## src/rtl/sparse_pkg.sv

```systemverilog
// Shared types and lane geometry for the sparse datapath fetch path.
package sparse_pkg;

    localparam int unsigned CHANNEL_NUM = 4;
    localparam int unsigned N_LANES     = 3 * CHANNEL_NUM;
    localparam int unsigned LANE_IDW    = $clog2(N_LANES);

    // Position of a lane inside its PE channel (lane = 3*channel + field).
    typedef enum logic [1:0] {
        FIELD_VAL = 2'd0,
        FIELD_COL = 2'd1,
        FIELD_PTR = 2'd2
    } field_e;

    typedef enum logic {
        ST_IDLE = 1'b0,
        ST_RUN  = 1'b1
    } state_e;

endpackage

```

## src/rtl/stream_fetcher_if.sv

```systemverilog
// Config, ROM and lane-side signals of the stream fetcher.
interface stream_fetcher_if #(
    parameter int unsigned DW = 8,
    parameter int unsigned AW = 10,
    parameter int unsigned LW = 10
);
    import sparse_pkg::*;

    logic                    cfg_we;
    logic [LANE_IDW-1:0]     cfg_lane;
    logic [AW-1:0]           cfg_base;
    logic [LW-1:0]           cfg_len;
    logic                    start;
    logic                    rom_en;
    logic [AW-1:0]           rom_addr;
    logic [DW-1:0]           rom_data;
    logic [N_LANES-1:0]      read;
    logic [N_LANES*DW-1:0]   out;
    logic [N_LANES-1:0]      empty;
    logic [N_LANES-1:0]      done;
    logic                    busy;

    modport master (
        output cfg_we, cfg_lane, cfg_base, cfg_len, start, rom_data, read,
        input  rom_en, rom_addr, out, empty, done, busy
    );

    modport slave (
        input  cfg_we, cfg_lane, cfg_base, cfg_len, start, rom_data, read,
        output rom_en, rom_addr, out, empty, done, busy
    );

endinterface

```

## src/rtl/lane_fifo.sv

```systemverilog
// Single-lane synchronous FIFO; head word shown while non-empty, zero otherwise.
module lane_fifo #(
    parameter int unsigned DW    = 8,
    parameter int unsigned DEPTH = 16
) (
    input  logic          clk,
    input  logic          rst_n,
    input  logic          clr,
    input  logic          push,
    input  logic [DW-1:0] din,
    input  logic          pop,
    output logic [DW-1:0] dout,
    output logic          empty
);
    localparam int unsigned PW = $clog2(DEPTH);

    logic [DW-1:0] mem [DEPTH];
    logic [PW:0]   wr_q;
    logic [PW:0]   rd_q;

    assign empty = (wr_q == rd_q);
    assign dout  = empty ? '0 : mem[rd_q[PW-1:0]];

    // Storage array, written on push only.
    always_ff @(posedge clk) begin
        if (push) begin
            mem[wr_q[PW-1:0]] <= din;
        end
    end

    // Read/write pointers with wrap bit; clr flushes the contents.
    always_ff @(posedge clk or negedge rst_n) begin
        if (!rst_n) begin
            wr_q <= '0;
            rd_q <= '0;
        end else if (clr) begin
            wr_q <= '0;
            rd_q <= '0;
        end else begin
            if (push) begin
                wr_q <= wr_q + (PW+1)'(1);
            end
            if (pop && !empty) begin
                rd_q <= rd_q + (PW+1)'(1);
            end
        end
    end

endmodule

```

## src/rtl/stream_fetcher.sv

```systemverilog
// Streams per-lane ROM regions into lane FIFOs with round-robin, credit-gated fetch.
module stream_fetcher
    import sparse_pkg::*;
#(
    parameter int unsigned DW         = 8,
    parameter int unsigned AW         = 10,
    parameter int unsigned LW         = 10,
    parameter int unsigned FIFO_DEPTH = 16,
    parameter int unsigned ROM_LAT    = 1
) (
    input  logic            clk,
    input  logic            rst_n,
    stream_fetcher_if.slave bus
);
    localparam int unsigned CW = $clog2(FIFO_DEPTH + 1);
    localparam int unsigned IW = LANE_IDW + 1;

    state_e              state_q, state_d;
    logic [AW-1:0]       base_q   [N_LANES];
    logic [LW-1:0]       len_q    [N_LANES];
    logic [LW-1:0]       offset_q [N_LANES];
    logic [CW-1:0]       credit_q [N_LANES];
    logic [LANE_IDW-1:0] rr_q;
    logic                tag_v_q  [ROM_LAT];
    logic [LANE_IDW-1:0] tag_id_q [ROM_LAT];

    logic [N_LANES-1:0]    elig, grant_vec, push, pop, inflight, empty_c, done_c;
    logic                  grant_v;
    logic [LANE_IDW-1:0]   grant_id;
    logic [IW-1:0]         scan_idx;
    logic                  start_fire;
    logic [N_LANES*DW-1:0] out_c;

    assign start_fire = (state_q == ST_IDLE) && bus.start;

    // Lane may fetch when running, it has FIFO credit and words remain.
    always_comb begin
        elig = '0;
        for (int unsigned i = 0; i < N_LANES; i++) begin
            elig[i] = (state_q == ST_RUN) && (credit_q[i] != '0) && (offset_q[i] < len_q[i]);
        end
    end

    // Round-robin arbiter: first eligible lane starting at rr_q; ineligible lanes are skipped.
    always_comb begin
        grant_v  = 1'b0;
        grant_id = '0;
        scan_idx = '0;
        for (int unsigned k = 0; k < N_LANES; k++) begin
            scan_idx = {1'b0, rr_q} + IW'(k);
            if (32'(scan_idx) >= N_LANES) begin
                scan_idx = scan_idx - IW'(N_LANES);
            end
            if (!grant_v && elig[scan_idx[LANE_IDW-1:0]]) begin
                grant_v  = 1'b1;
                grant_id = scan_idx[LANE_IDW-1:0];
            end
        end
    end

    // Per-lane grant, write-back, pop, in-flight and done decode.
    always_comb begin
        grant_vec = '0;
        push      = '0;
        pop       = '0;
        inflight  = '0;
        done_c    = '0;
        for (int unsigned i = 0; i < N_LANES; i++) begin
            grant_vec[i] = grant_v && (grant_id == LANE_IDW'(i));
            push[i]      = tag_v_q[ROM_LAT-1] && (tag_id_q[ROM_LAT-1] == LANE_IDW'(i));
            pop[i]       = bus.read[i] && !empty_c[i];
            for (int unsigned j = 0; j < ROM_LAT; j++) begin
                if (tag_v_q[j] && (tag_id_q[j] == LANE_IDW'(i))) begin
                    inflight[i] = 1'b1;
                end
            end
            done_c[i] = (offset_q[i] == len_q[i]) && !inflight[i] && empty_c[i];
        end
    end

    // Next-state: IDLE->RUN on start, RUN->IDLE once every lane is done.
    always_comb begin
        state_d = state_q;
        case (state_q)
            ST_IDLE: if (bus.start) state_d = ST_RUN;
            ST_RUN:  if (&done_c)   state_d = ST_IDLE;
            default: state_d = ST_IDLE;
        endcase
    end

    // State register and round-robin pointer (next lane to consider).
    always_ff @(posedge clk or negedge rst_n) begin
        if (!rst_n) begin
            state_q <= ST_IDLE;
            rr_q    <= '0;
        end else begin
            state_q <= state_d;
            if (grant_v) begin
                rr_q <= (32'(grant_id) >= N_LANES - 1) ? '0 : grant_id + LANE_IDW'(1);
            end
        end
    end

    // Region table, writable only while idle; out-of-range lanes dropped.
    always_ff @(posedge clk or negedge rst_n) begin
        if (!rst_n) begin
            for (int unsigned i = 0; i < N_LANES; i++) begin
                base_q[i] <= '0;
                len_q[i]  <= '0;
            end
        end else if ((state_q == ST_IDLE) && bus.cfg_we && (32'(bus.cfg_lane) < N_LANES)) begin
            base_q[bus.cfg_lane] <= bus.cfg_base;
            len_q[bus.cfg_lane]  <= bus.cfg_len;
        end
    end

    // Fetch offsets and credits (FIFO occupancy plus in-flight reads).
    always_ff @(posedge clk or negedge rst_n) begin
        if (!rst_n) begin
            for (int unsigned i = 0; i < N_LANES; i++) begin
                offset_q[i] <= '0;
                credit_q[i] <= CW'(FIFO_DEPTH);
            end
        end else if (start_fire) begin
            for (int unsigned i = 0; i < N_LANES; i++) begin
                offset_q[i] <= '0;
                credit_q[i] <= CW'(FIFO_DEPTH);
            end
        end else begin
            for (int unsigned i = 0; i < N_LANES; i++) begin
                if (grant_vec[i]) begin
                    offset_q[i] <= offset_q[i] + LW'(1);
                end
                credit_q[i] <= credit_q[i] + CW'(pop[i]) - CW'(grant_vec[i]);
            end
        end
    end

    // Lane-id tag pipeline matching the ROM read latency.
    always_ff @(posedge clk or negedge rst_n) begin
        if (!rst_n) begin
            for (int unsigned j = 0; j < ROM_LAT; j++) begin
                tag_v_q[j]  <= 1'b0;
                tag_id_q[j] <= '0;
            end
        end else begin
            tag_v_q[0]  <= grant_v;
            tag_id_q[0] <= grant_id;
            for (int unsigned j = 1; j < ROM_LAT; j++) begin
                tag_v_q[j]  <= tag_v_q[j-1];
                tag_id_q[j] <= tag_id_q[j-1];
            end
        end
    end

    for (genvar g = 0; g < N_LANES; g++) begin : g_lane
        lane_fifo #(
            .DW    (DW),
            .DEPTH (FIFO_DEPTH)
        ) u_fifo (
            .clk   (clk),
            .rst_n (rst_n),
            .clr   (start_fire),
            .push  (push[g]),
            .din   (bus.rom_data),
            .pop   (pop[g]),
            .dout  (out_c[g*DW +: DW]),
            .empty (empty_c[g])
        );
    end

    assign bus.rom_en   = grant_v;
    assign bus.rom_addr = grant_v ? base_q[grant_id] + AW'(offset_q[grant_id]) : '0;
    assign bus.out      = out_c;
    assign bus.empty    = empty_c;
    assign bus.done     = done_c;
    assign bus.busy     = (state_q == ST_RUN);

endmodule

```

## src/flat_wrapper.sv

```systemverilog
// flat-port wrapper written by rule: the top's interface ports become plain ports
module stream_fetcher_flat import sparse_pkg::*;
#(
    parameter int unsigned DW         = 8,
    parameter int unsigned AW         = 10,
    parameter int unsigned LW         = 10,
    parameter int unsigned FIFO_DEPTH = 16,
    parameter int unsigned ROM_LAT    = 1
)
  (clk, rst_n, bus_cfg_we, bus_cfg_lane, bus_cfg_base, bus_cfg_len, bus_start, bus_rom_data, bus_read, bus_rom_en, bus_rom_addr, bus_out, bus_empty, bus_done, bus_busy);
  stream_fetcher_if #(.DW(DW), .AW(AW), .LW(LW)) bus_i ();
  input  logic clk;
  input  logic rst_n;
  input wire logic [$bits(bus_i.cfg_we)-1:0] bus_cfg_we;
  input wire logic [$bits(bus_i.cfg_lane)-1:0] bus_cfg_lane;
  input wire logic [$bits(bus_i.cfg_base)-1:0] bus_cfg_base;
  input wire logic [$bits(bus_i.cfg_len)-1:0] bus_cfg_len;
  input wire logic [$bits(bus_i.start)-1:0] bus_start;
  input wire logic [$bits(bus_i.rom_data)-1:0] bus_rom_data;
  input wire logic [$bits(bus_i.read)-1:0] bus_read;
  output wire logic [$bits(bus_i.rom_en)-1:0] bus_rom_en;
  output wire logic [$bits(bus_i.rom_addr)-1:0] bus_rom_addr;
  output wire logic [$bits(bus_i.out)-1:0] bus_out;
  output wire logic [$bits(bus_i.empty)-1:0] bus_empty;
  output wire logic [$bits(bus_i.done)-1:0] bus_done;
  output wire logic [$bits(bus_i.busy)-1:0] bus_busy;
  assign bus_i.cfg_we = bus_cfg_we;
  assign bus_i.cfg_lane = bus_cfg_lane;
  assign bus_i.cfg_base = bus_cfg_base;
  assign bus_i.cfg_len = bus_cfg_len;
  assign bus_i.start = bus_start;
  assign bus_i.rom_data = bus_rom_data;
  assign bus_i.read = bus_read;
  assign bus_rom_en = bus_i.rom_en;
  assign bus_rom_addr = bus_i.rom_addr;
  assign bus_out = bus_i.out;
  assign bus_empty = bus_i.empty;
  assign bus_done = bus_i.done;
  assign bus_busy = bus_i.busy;
  stream_fetcher #(.DW(DW), .AW(AW), .LW(LW), .FIFO_DEPTH(FIFO_DEPTH), .ROM_LAT(ROM_LAT)) u_core (.clk(clk), .rst_n(rst_n), .bus(bus_i));
endmodule
```

## config.mk

```make
export PLATFORM = sky130hd
export DESIGN_NAME = stream_fetcher_flat
export DESIGN_NICKNAME = d
export VERILOG_FILES = /design/src/rtl/sparse_pkg.sv /design/src/rtl/stream_fetcher_if.sv /design/src/rtl/lane_fifo.sv /design/src/rtl/stream_fetcher.sv /design/src/flat_wrapper.sv
export SDC_FILE = /design/constraint.sdc
export NUM_CORES = 2
export LEC_CHECK = 0
export BUFFER_PORTS_ARGS = -buffer_cell sky130_fd_sc_hd__buf_2
export CAP_MARGIN = 20
export CORE_MARGIN = 2
export CORE_UTILIZATION = 55
export CTS_BUF_LIST = sky130_fd_sc_hd__clkbuf_4
export DETAILED_ROUTE_END_ITERATION = 7
export GPL_ROUTABILITY_DRIVEN = 0
export PLACE_DENSITY = 0.76
export REMOVE_ABC_BUFFERS = 1
export SLEW_MARGIN = 20
export SYNTH_ARGS = -nofsm -noshare
export SYNTH_HDL_FRONTEND = slang
export SYNTH_HIERARCHICAL = 1
export SYNTH_SLANG_ARGS = --single-unit
```

## constraint.sdc

```tcl
create_clock -name clk -period 13.1 [get_ports clk]
set_input_delay 2.62 -clock clk [delete_from_list [all_inputs] [get_ports clk]]
set_output_delay 2.62 -clock clk [all_outputs]
set_load 0.01 [all_outputs]
```

==> key figures <==
Die
  – Die Span Y: around 420 um
  – Number of core rows: 152
  – Placeable core region: 0.172 mm^2
  – Die Outline Area: 0.177 mm^2
  – Die extent in x: between 400 and 500 um
  – Initial Utilization: 0.555
  – Boundary pin count: 180

Clocking
  – Clock-pin slew of the registers on the worst-case setup and hold paths: 50 ps
  – Count of hold-fix buffers inserted at cts: 0
  – Count of H-tree levels built during CTS: 6
  – Total setup buffers inserted after CTS: 0
  – Worst-case clock buffer depth: 4
  – Num CTS Buffers: 548
  – CTS sink cnt: around 2100
  – Clock latency reported for the late side of the worst-skew pair: about 1400 ps
  – Post-CTS sizing: 0
  – Clock root buffer: sky130_fd_sc_hd__clkbuf_4
  – Clock tree from TritonCTS: built

STA
  – Transition time at the pin with the least slew margin: 1230 ps
  – Final worst path period share: 0.963
  – Fin. max-slew vios: 0
  – Setup violations, final: 0
  – Setup skew after layout: 81.0 ps
  – FMAX: between 70 and 80 MHz
  – Min Clock Period, post-route: 12620 ps
  – Total negative slack: 0 ps
  – Final hold violations: 0
  – Max-Slew Margin vs Limit: 0.178

Logic synthesis
  – Avg Cell Area, Syn: 15.0 um^2
  – Instance count of the mapped netlist: ~6400
  – Dominant cells by area after synthesis: sky130_fd_sc_hd__edfxtp_1 (48%), sky130_fd_sc_hd__dfrtp_1 (14%), sky130_fd_sc_hd__mux4_2 (8.8%), sky130_fd_sc_hd__ha_1 (3.9%), sky130_fd_sc_hd__mux2_2 (2.7%)
  – Post-synthesis instance area: between 0.09 and 0.1 mm^2
  – Flop and latch count out of synthesis: 2086
  – Number of enable flip-flop cells after synthesis: 1536
  – Unique masters post-synth: 107
  – Synth top area share: 0.484
  – Number of warning messages in the yosys log: 6
  – Sequential cell area fraction in the yosys report: 0.628
  – Commonest register cell after synthesis: sky130_fd_sc_hd__edfxtp_1
  – Post-synth top area cell: sky130_fd_sc_hd__edfxtp_1
  – Share of flip-flops with an asynchronous set or reset: 0.264

Drt
  – Number of vias in the routed layout: 57400
  – Post-route DRC: 1
  – Initial detailed-routing violation count: ~5800
  – Average wire per standard cell: about 24 um
  – Number of nets still failing antenna checks after routing: 0
  – Final routed wirelength across all metal layers: 225000 um
  – Total iterations of the first detailed-routing run: 8
  – Vias per inst: 6.02

GRT
  – Antenna violations before repair: 20
  – GR Util All Layers: 0.256
  – Number of global-route vias before repair: 58200
  – Pin count of the biggest net entering global routing: 173
  – Wire length of the first global-routing pass: 344000 um
  – Total gr overflow: 0

Place
  – Hpwl dp: 142000 um
  – Input/output buffers: roughly 180
  – Post-place instance area: 0.0979 mm^2

Finish
  – Final #Nets: slightly above 7000
  – P&R area growth vs syn: 9.74%
  – Summed area of non-filler cells in the final layout: around 0.10 mm^2
  – Ratio of cells with drive above 1 in the final layout: 0.268

Run
  – Max-capacitance violation count: 0

Setup path
  – Category of the worst setup path launch point: flip-flop
  – Top fanout value on the critical path: 30
  – CP arrival: 10000 ps
  – Data required time at the worst endpoint: between 10000 and 15000 ps
  – Family of cells with the greatest summed delay on the critical path: compound AO/OA/AOI/OAI gates
  – Worst setup EP type: output port
  – Launching element of the worst setup path: u_core/rr_q[1]
  – Delay of the slowest cell on the worst path: 750 ps
  – Library cell contributing the largest single delay on the critical path: sky130_fd_sc_hd__ha_1
  – WP buf/inv: 6
  – Startpoint of the most critical register-to-register path: u_core/rr_q[1]
  – Kind of critical path: reg -> out

Status
  – Violated checks: design-rule violations
  – Outcome: complete, but fails checks

Min path
  – Worst min path class: reg -> reg
  – Worst hold path startpoint: u_core/base_q[90]
## routing by layer
layer	up-vias	routed length, um	GRT usage	part of all wire
met3	579	17700	0.0573	0.079
met4	6	9850	0.117	0.044
li1	25300	-	-	-
met1	28900	89300	0.340	0.40
met5	-	41	0	0.00018
met2	2555	108000	0.406	0.48
## placed cells by master, fill, tap and decap left out, drive strengths merged, types with 105 or more instances in the layout
cell,n
nand2,378
clkbuf,804
mux2,273
xor2,150
buf,263
inv,306
mux4,386
nor2,502
xnor2,105
edfxtp,1536
ha,300
a21oi,149
nor3,160
mux2i,112
nand2b,137
dfrtp,538
o22ai,195
## flip-flops by register name (all words and copies together), names as in the netlist
signal,flops
u_core/g_lane.u_fifo/mem,1536
u_core/base_q,120
u_core/len_q,120
u_core/offset_q,120
u_core/credit_q,60
u_core/g_lane.u_fifo/rd_q,60
u_core/g_lane.u_fifo/wr_q,60
u_core/rr_q,4
u_core/tag_id_q,4
u_core/bus.busy,1
u_core/tag_v_q,1
## through the flow
stage               setup slack (ps)  std cells  utilization  hold WS, ps
global route                   -13.6       9536        0.609          508
finish                           484       9538        0.609          505
CTS                             26.9       9522        0.608          506
floorplan                       -304       6026            -          479
detailed placement              1550       8599        0.569          492
global placement                1750       8599        0.569          486
## synthesized netlist by cell type (45+ instances only)
| cell | instances |
|---|---|
| sky130_fd_sc_hd__mux2i_1 | 112 |
| sky130_fd_sc_hd__ha_1 | 300 |
| sky130_fd_sc_hd__nand4_1 | 90 |
| sky130_fd_sc_hd__nand3_1 | 101 |
| sky130_fd_sc_hd__inv_1 | 280 |
| sky130_fd_sc_hd__buf_2 | 75 |
| sky130_fd_sc_hd__o22ai_1 | 183 |
| sky130_fd_sc_hd__xor2_1 | 150 |
| sky130_fd_sc_hd__nor3_2 | 91 |
| sky130_fd_sc_hd__nand2b_1 | 137 |
| sky130_fd_sc_hd__nor2_1 | 499 |
| sky130_fd_sc_hd__mux2_1 | 48 |
| sky130_fd_sc_hd__xnor2_1 | 104 |
| sky130_fd_sc_hd__nor2b_1 | 91 |
| sky130_fd_sc_hd__mux2_2 | 225 |
| sky130_fd_sc_hd__edfxtp_1 | 1536 |
| sky130_fd_sc_hd__nand2_1 | 378 |
| sky130_fd_sc_hd__mux4_2 | 374 |
| sky130_fd_sc_hd__buf_1 | 45 |
| sky130_fd_sc_hd__dfrtp_1 | 538 |
| sky130_fd_sc_hd__a21oi_1 | 146 |
| sky130_fd_sc_hd__clkbuf_1 | 107 |
| sky130_fd_sc_hd__nor3_1 | 57 |
| sky130_fd_sc_hd__o21ai_0 | 96 |
## layout make-up
type / instances / area (um^2)
Inverter: 289 / 1110
Sequential cell: 2086 / 59900
Tap cell: 2310 / 2890
Timing Repair Buffer: 263 / 1610
Clock inverter: 119 / 674
Fill cell: 12700 / 67300
Multi-Input combinational cell: 3651 / 32400
Antenna cell: 15 / 37.5
Clock buffer: 804 / 6040
Timing Repair inverter: 1 / 5.00
## path summary, 6_finish.rpt
kind                                                         to  slack [ps]  cells after the start
min in group asynchronous       u_core/g_lane[2].u_fifo/wr_q[1]        1200                      1
worst min register to register                u_core/base_q[90]         510                      1
max in group asynchronous       u_core/g_lane[8].u_fifo/rd_q[0]        9490                      3
worst max-delay path                            bus_rom_addr[9]         480                     28
worst min-delay path                          u_core/base_q[90]         510                      1
worst max register to register              u_core/credit_q[59]        5100                     26
## kinds of logic after synthesis
| kind of cell | after synthesis | synth area share |
|---|---|---|
| DFF | 2086 | 0.628 |
| and+or+nand+nor | 1625 | 0.0881 |
| muxes | 771 | 0.136 |
| AOI/OAI and AO/OA | 687 | 0.0492 |
| buffers and inverters | 617 | 0.0332 |
| adders and majority gates | 313 | 0.0421 |
| xor gates and xnor gates | 255 | 0.0235 |
Power is left out: the tool's default activity adds up to more than one toggle a clock period on the data nets, which glitch-free logic cannot reach.
